[config.mk]
export PLATFORM = sky130hd
export DESIGN_NAME = vehicle_detect_cond
export DESIGN_NICKNAME = d
export VERILOG_FILES = /design/src/rtl/vehicle_detect_cond.sv
export SDC_FILE = /design/constraint.sdc
export NUM_CORES = 1
export LEC_CHECK = 0
export ABC_AREA = 1
export CORE_ASPECT_RATIO = 0.5
export CORE_MARGIN = 2
export CORE_UTILIZATION = 40
export CTS_CLUSTER_DIAMETER = 150
export CTS_CLUSTER_SIZE = 14
export DETAILED_ROUTE_END_ITERATION = 7
export PLACE_DENSITY = 0.72
export SLEW_MARGIN = 20
export SYNTH_ARGS = -nofsm -noshare
export SYNTH_HDL_FRONTEND = slang
export SYNTH_SLANG_ARGS = --single-unit
[constraint.sdc]
create_clock -name i_clk -period 2.1 [get_ports i_clk]
set_clock_uncertainty 0.05 [all_clocks]
set_input_delay 0.63 -clock i_clk [delete_from_list [all_inputs] [get_ports i_clk]]
set_output_delay 0.63 -clock i_clk [all_outputs]
set_load 0.01 [all_outputs]
[src/rtl/vehicle_detect_cond.sv]
// Vehicle detection conditioner: each direction synchronizes its raw loop
// sensor, debounces it and counts debounced arrivals while its own green is off.
// A green lamp flushes that direction's waiting-vehicle count.

// One direction: synchronizer, debounce FSM, arrival pulse, saturating queue.
//
// state      | meaning
// -----------+--------------------------------------------------------
// ST_LOW     | debounced level 0, synchronized input agrees
// ST_CHK_HIGH| debounced level 0, counting consecutive 1 samples
// ST_HIGH    | debounced level 1, synchronized input agrees
// ST_CHK_LOW | debounced level 1, counting consecutive 0 samples
module vdc_lane #(
  parameter int unsigned DB_CYCLES = 4,
  parameter int unsigned Q_WIDTH   = 4
) (
  input  logic               i_clk,
  input  logic               i_rst,
  input  logic               i_sensor,
  input  logic               i_green,
  output logic               o_detect,
  output logic [Q_WIDTH-1:0] o_queue
);

  typedef enum logic [1:0] {
    ST_LOW      = 2'd0,
    ST_CHK_HIGH = 2'd1,
    ST_HIGH     = 2'd2,
    ST_CHK_LOW  = 2'd3
  } state_e;

  localparam logic [3:0]         DB_C  = 4'(DB_CYCLES);
  localparam logic [Q_WIDTH-1:0] Q_MAX = '1;

  logic               sync1_q, sync2_q;
  state_e             state_q, state_d;
  logic [3:0]         cnt_q, cnt_d;
  logic               arrive_q, arrive_d;
  logic [Q_WIDTH-1:0] queue_q, queue_d;
  logic               detect_q;

  // Two-flop synchronizer for the asynchronous loop sensor.
  always_ff @(posedge i_clk or posedge i_rst) begin
    if (i_rst) begin
      sync1_q <= 1'b0;
      sync2_q <= 1'b0;
    end else begin
      sync1_q <= i_sensor;
      sync2_q <= sync1_q;
    end
  end

  // Debounce FSM state, hold counter and registered arrival pulse.
  always_ff @(posedge i_clk or posedge i_rst) begin
    if (i_rst) begin
      state_q  <= ST_LOW;
      cnt_q    <= 4'd0;
      arrive_q <= 1'b0;
    end else begin
      state_q  <= state_d;
      cnt_q    <= cnt_d;
      arrive_q <= arrive_d;
    end
  end

  // Debounce next-state: a level is accepted after DB_CYCLES matching samples.
  always_comb begin
    state_d  = state_q;
    cnt_d    = cnt_q;
    arrive_d = 1'b0;
    unique case (state_q)
      ST_LOW: begin
        if (sync2_q) begin
          if (DB_CYCLES == 1) begin
            state_d  = ST_HIGH;
            cnt_d    = 4'd0;
            arrive_d = 1'b1;
          end else begin
            state_d = ST_CHK_HIGH;
            cnt_d   = 4'd1;
          end
        end
      end
      ST_CHK_HIGH: begin
        if (sync2_q) begin
          if (cnt_q + 4'd1 == DB_C) begin
            state_d  = ST_HIGH;
            cnt_d    = 4'd0;
            arrive_d = 1'b1;
          end else begin
            cnt_d = cnt_q + 4'd1;
          end
        end else begin
          state_d = ST_LOW;
          cnt_d   = 4'd0;
        end
      end
      ST_HIGH: begin
        if (!sync2_q) begin
          if (DB_CYCLES == 1) begin
            state_d = ST_LOW;
            cnt_d   = 4'd0;
          end else begin
            state_d = ST_CHK_LOW;
            cnt_d   = 4'd1;
          end
        end
      end
      ST_CHK_LOW: begin
        if (!sync2_q) begin
          if (cnt_q + 4'd1 == DB_C) begin
            state_d = ST_LOW;
            cnt_d   = 4'd0;
          end else begin
            cnt_d = cnt_q + 4'd1;
          end
        end else begin
          state_d = ST_HIGH;
          cnt_d   = 4'd0;
        end
      end
      default: begin
        state_d = ST_LOW;
        cnt_d   = 4'd0;
      end
    endcase
  end

  // Queue next value: green flushes (and swallows a same-cycle arrival), else saturating count.
  always_comb begin
    queue_d = queue_q;
    if (i_green) begin
      queue_d = '0;
    end else if (arrive_q && (queue_q != Q_MAX)) begin
      queue_d = queue_q + 1'b1;
    end
  end

  // Queue and detect registered together so detect always reflects the stored count.
  always_ff @(posedge i_clk or posedge i_rst) begin
    if (i_rst) begin
      queue_q  <= '0;
      detect_q <= 1'b0;
    end else begin
      queue_q  <= queue_d;
      detect_q <= (queue_d != '0);
    end
  end

  assign o_queue  = queue_q;
  assign o_detect = detect_q;

endmodule

// Top: two fully independent lanes, one per direction.
module vehicle_detect_cond #(
  parameter int unsigned DB_CYCLES = 4,
  parameter int unsigned Q_WIDTH   = 4
) (
  input  logic               i_clk,
  input  logic               i_rst,
  input  logic               i_ns_sensor,
  input  logic               i_ew_sensor,
  input  logic               i_ns_green,
  input  logic               i_ew_green,
  output logic               o_ns_vehicle_detect,
  output logic               o_ew_vehicle_detect,
  output logic [Q_WIDTH-1:0] o_ns_queue,
  output logic [Q_WIDTH-1:0] o_ew_queue
);

  vdc_lane #(.DB_CYCLES(DB_CYCLES), .Q_WIDTH(Q_WIDTH)) u_ns (
    .i_clk    (i_clk),
    .i_rst    (i_rst),
    .i_sensor (i_ns_sensor),
    .i_green  (i_ns_green),
    .o_detect (o_ns_vehicle_detect),
    .o_queue  (o_ns_queue)
  );

  vdc_lane #(.DB_CYCLES(DB_CYCLES), .Q_WIDTH(Q_WIDTH)) u_ew (
    .i_clk    (i_clk),
    .i_rst    (i_rst),
    .i_sensor (i_ew_sensor),
    .i_green  (i_ew_green),
    .o_detect (o_ew_vehicle_detect),
    .o_queue  (o_ew_queue)
  );

endmodule

==> impl_metrics.py <==
metrics = {
    "clock_network": {
        "hold_buffers": 0,
        "post_cts.resized_instances": 0,
        "cts-buffers-inserted": 3,
        "max-clock-path-buffers": 2,
        "clkTransAtPathRegs_ns": 0.09,
        "cts_tree": "yes",
        "h-tree-depth": 1,
        "clk_root_buffer_cell": "sky130_fd_sc_hd__clkbuf_8",
        "clk_latency_worst_skew_pair_ns": 0.27,
        "tritoncts_num_sinks": 28,
        "cts_post_setup_buffers_inserted": 0,
    },
    "detailed_routing": {
        "drt-initial-drc-count": 72,
        "antenna_violating_nets_post_route": 0,
        "post_drt_wl_per_cell_um": 11.17,
        "routed-via-count": 1017,
        "detail_route.vias_per_cell": 4.797,
        "drt_first_pass_iters": 4,
        "postRouteWirelength_um": 2367,
        "drcViolationCount": 0,
    },
    "cells_and_area": {
        "nets": 184,
        "fillers": 283,
        "final_cell_mix": "38 x sky130_fd_sc_hd__nand2_1, 28 x sky130_fd_sc_hd__dfrtp_1, 23 x sky130_fd_sc_hd__inv_1",
        "antenna_cells": 0,
        "synthesis_to_finish_area_growth_pct": 21.48,
        "final_layout_size_suffix_gt1_share_pct": 3.488,
        "final_common_cell": "sky130_fd_sc_hd__nand2_1",
    },
    "timing": {
        "finalSetupViolCount": 0,
        "timing.final.hold_violations": 0,
        "setup_ws_post_layout_ns": 0.1453,
        "timing_worst_slew_pin_value_ns": 0.3847,
        "max_freq_mhz": 511.6,
        "final.min_clock_period_ns": 1.955,
        "worst_slew_slack_as_a_fraction_of_its_limit_pct": 74.17,
        "final.setup.tns_ns": 0,
        "final_slew_violations": 0,
        "grt_setup_unrepaired": "no",
        "period_share_pct": 93.08,
    },
    "hold_path": {
        "min-delay-path-class": "flop to flop",
        "timing.hold.worst.start": "u_ns.sync1_q",
        "worst_hold_path.endpoint": "u_ns.sync2_q",
        "worstHoldPathCells": 0,
    },
    "grt": {
        "global_route_wire_length_before_repair_um": 4022,
        "grt_start_max_net_pins": 29,
        "grt_util_overall_pct": 13.80,
        "grt_antenna_before_repair": 0,
        "globalRouteOverflowTotal": 0,
        "first_global_vias": 935,
    },
    "logic_synthesis": {
        "synth-seq-cells": 28,
        "synth_seq_area_share_pct": 53.95,
        "synth.cell_area_um2": 1299,
        "post_synth_num_cell_types": 18,
        "synthCells": 152,
        "post_synth.cell_area_avg_um2": 8.544,
        "synth.yosys.warnings": 0,
        "synth_fp_nets": 163,
    },
    "place": {
        "io_buffers": 15,
        "place_hpwl_um": 1755,
        "place_worst_setup_slack_ns": 0.4465,
        "place.gp.congestion": 0.8357,
    },
    "worst_setup_path": {
        "worst-path-buf-inv": 1,
        "r2r-start": "u_ns.o_queue[0]",
        "path_cells": "clkdlybuf4s50_1",
        "reg2reg_to": "u_ns.o_detect",
        "path_max_fanout": 6,
        "worstRegToRegCells": 5,
        "required_ns": 1.42,
        "start_kind": "flop",
        "worst_path_dominant_cell_family": "buffers and inverters",
        "crit_path_top_delay_cell": "sky130_fd_sc_hd__clkdlybuf4s50_1",
        "worstSetupPathType": "flop to output port",
        "worst_setup_path_end_kind": "output port",
        "slowest_stage_delay_on_critical_path_ns": 0.56,
        "arrival_ns": 1.27,
        "ff2ff_setup_slack_ns": 0.65,
    },
    "die": {
        "dieWidth_um": 84.59,
        "top_level_ports": 16,
        "fp.dieH_um": 44.29,
        "die_area_um2": 3746,
        "placementRows": 14,
        "fp.coreArea_um2": 3048,
        "start_util_pct": 42.61,
    },
    "power_and_ir_drop": {
        "vdd.ir_drop.worst_uv": 369.6,
        "total_power_w": 0.001430,
        "power.leakage_nw": 0.8237,
        "power.density_nw_per_um2": 906.1,
    },
    "status": {
        "run_status": "finished clean",
    },
    "flow_run": {
        "maxCapViolCount": 0,
    },
}
[kinds of logic (layout without fill, tap and decap cells)]
kind of cell | Yosys count | after routing | synth area share, %
buffers and inverters | 23 | 43 | 6.647
xor gates and xnor gates | 4 | 4 | 3.276
DFF | 28 | 28 | 53.95
AOI/OAI and AO/OA | 11 | 11 | 4.818
adders and majority gates | 5 | 5 | 4.817
and+or+nand+nor | 81 | 81 | 26.49
[cell usage after synthesis (all sizes together)]
cell | n | area share, %
a211oi | 1 | 0.58
a21oi | 2 | 0.77
dfrtp | 28 | 54
ha | 5 | 4.8
inv | 23 | 6.6
nand2 | 38 | 11
nand3 | 21 | 8.1
nand4 | 4 | 1.9
nor2 | 16 | 4.6
nor3 | 1 | 0.38
o211ai | 1 | 0.58
o21ai | 6 | 2.3
o21bai | 1 | 0.58
or2 | 1 | 0.48
xnor2 | 2 | 1.3
xor2 | 2 | 1.9
[worst max path at each step]
| stage | from | cells after the start | endpoint |
|---|---|---|---|
| 3_3_place_gp | u_ns.o_queue[0] | 1 | o_ns_queue[0] |
| 3_5_place_dp | u_ew.o_queue[0] | 1 | o_ew_queue[0] |
| 6_report | u_ew.o_queue[2] | 1 | o_ew_queue[2] |
| 4_1_cts | u_ew.o_queue[0] | 1 | o_ew_queue[0] |
| 2_1_floorplan | u_ns.o_queue[0] | 7 | u_ns.o_detect |
| 5_1_grt | u_ew.o_queue[0] | 1 | o_ew_queue[0] |
[registers in the layout, indices dropped and copies added, names as in the netlist, 4 cells and up, named ones only]
name,count
u_ew.cnt_q,4
u_ew.o_queue,4
u_ns.cnt_q,4
u_ns.o_queue,4
[final cells by class]
| class | count | area, µm² | area share (%) |
|---|---|---|---|
| Clock buffer | 3 | 41.29 | 2.617 |
| Multi-Input combinational cell | 101 | 511.7 | 32.43 |
| Timing Repair Buffer | 16 | 157.7 | 9.992 |
| Clock inverter | 1 | 30.03 | 1.903 |
| Sequential cell | 28 | 700.7 | 44.41 |
| Inverter | 23 | 86.33 | 5.472 |
| Tap cell | 40 | 50.05 | 3.172 |
[per-layer routing]
layer / vias to the layer above / GRT usage (%) / share of wire, %
met5: - / 0 / 0
li1: 525 / - / -
met2: 21 / 22.36 / 45
met1: 467 / 18.66 / 50
met3: 4 / 3.918 / 3.8
met4: 0 / 3.810 / 1.5
[where the power goes]
part	switching, W	internal, W
sequential	0.0000911	0.000623
clock	0.000162	0.000255
combinational	0.000175	0.000122
total	0.000429	0.00100
[stage by stage]
| step | std cells | util [%] | instance area, µm² | hold slack (ns) |
|---|---|---|---|---|
| finish | 212 | 51.77 | 1578 | 0.3189 |
| global route | 212 | 51.77 | 1578 | 0.3277 |
| CTS | 212 | 51.77 | 1578 | 0.3231 |
| detailed placement | 208 | 49.43 | 1506 | 0.3009 |
| global placement | 208 | 49.43 | 1506 | 0.2851 |
| floorplan | 152 | - | 1299 | 0.2812 |
Note: power is estimated with default switching activity, not from simulation.
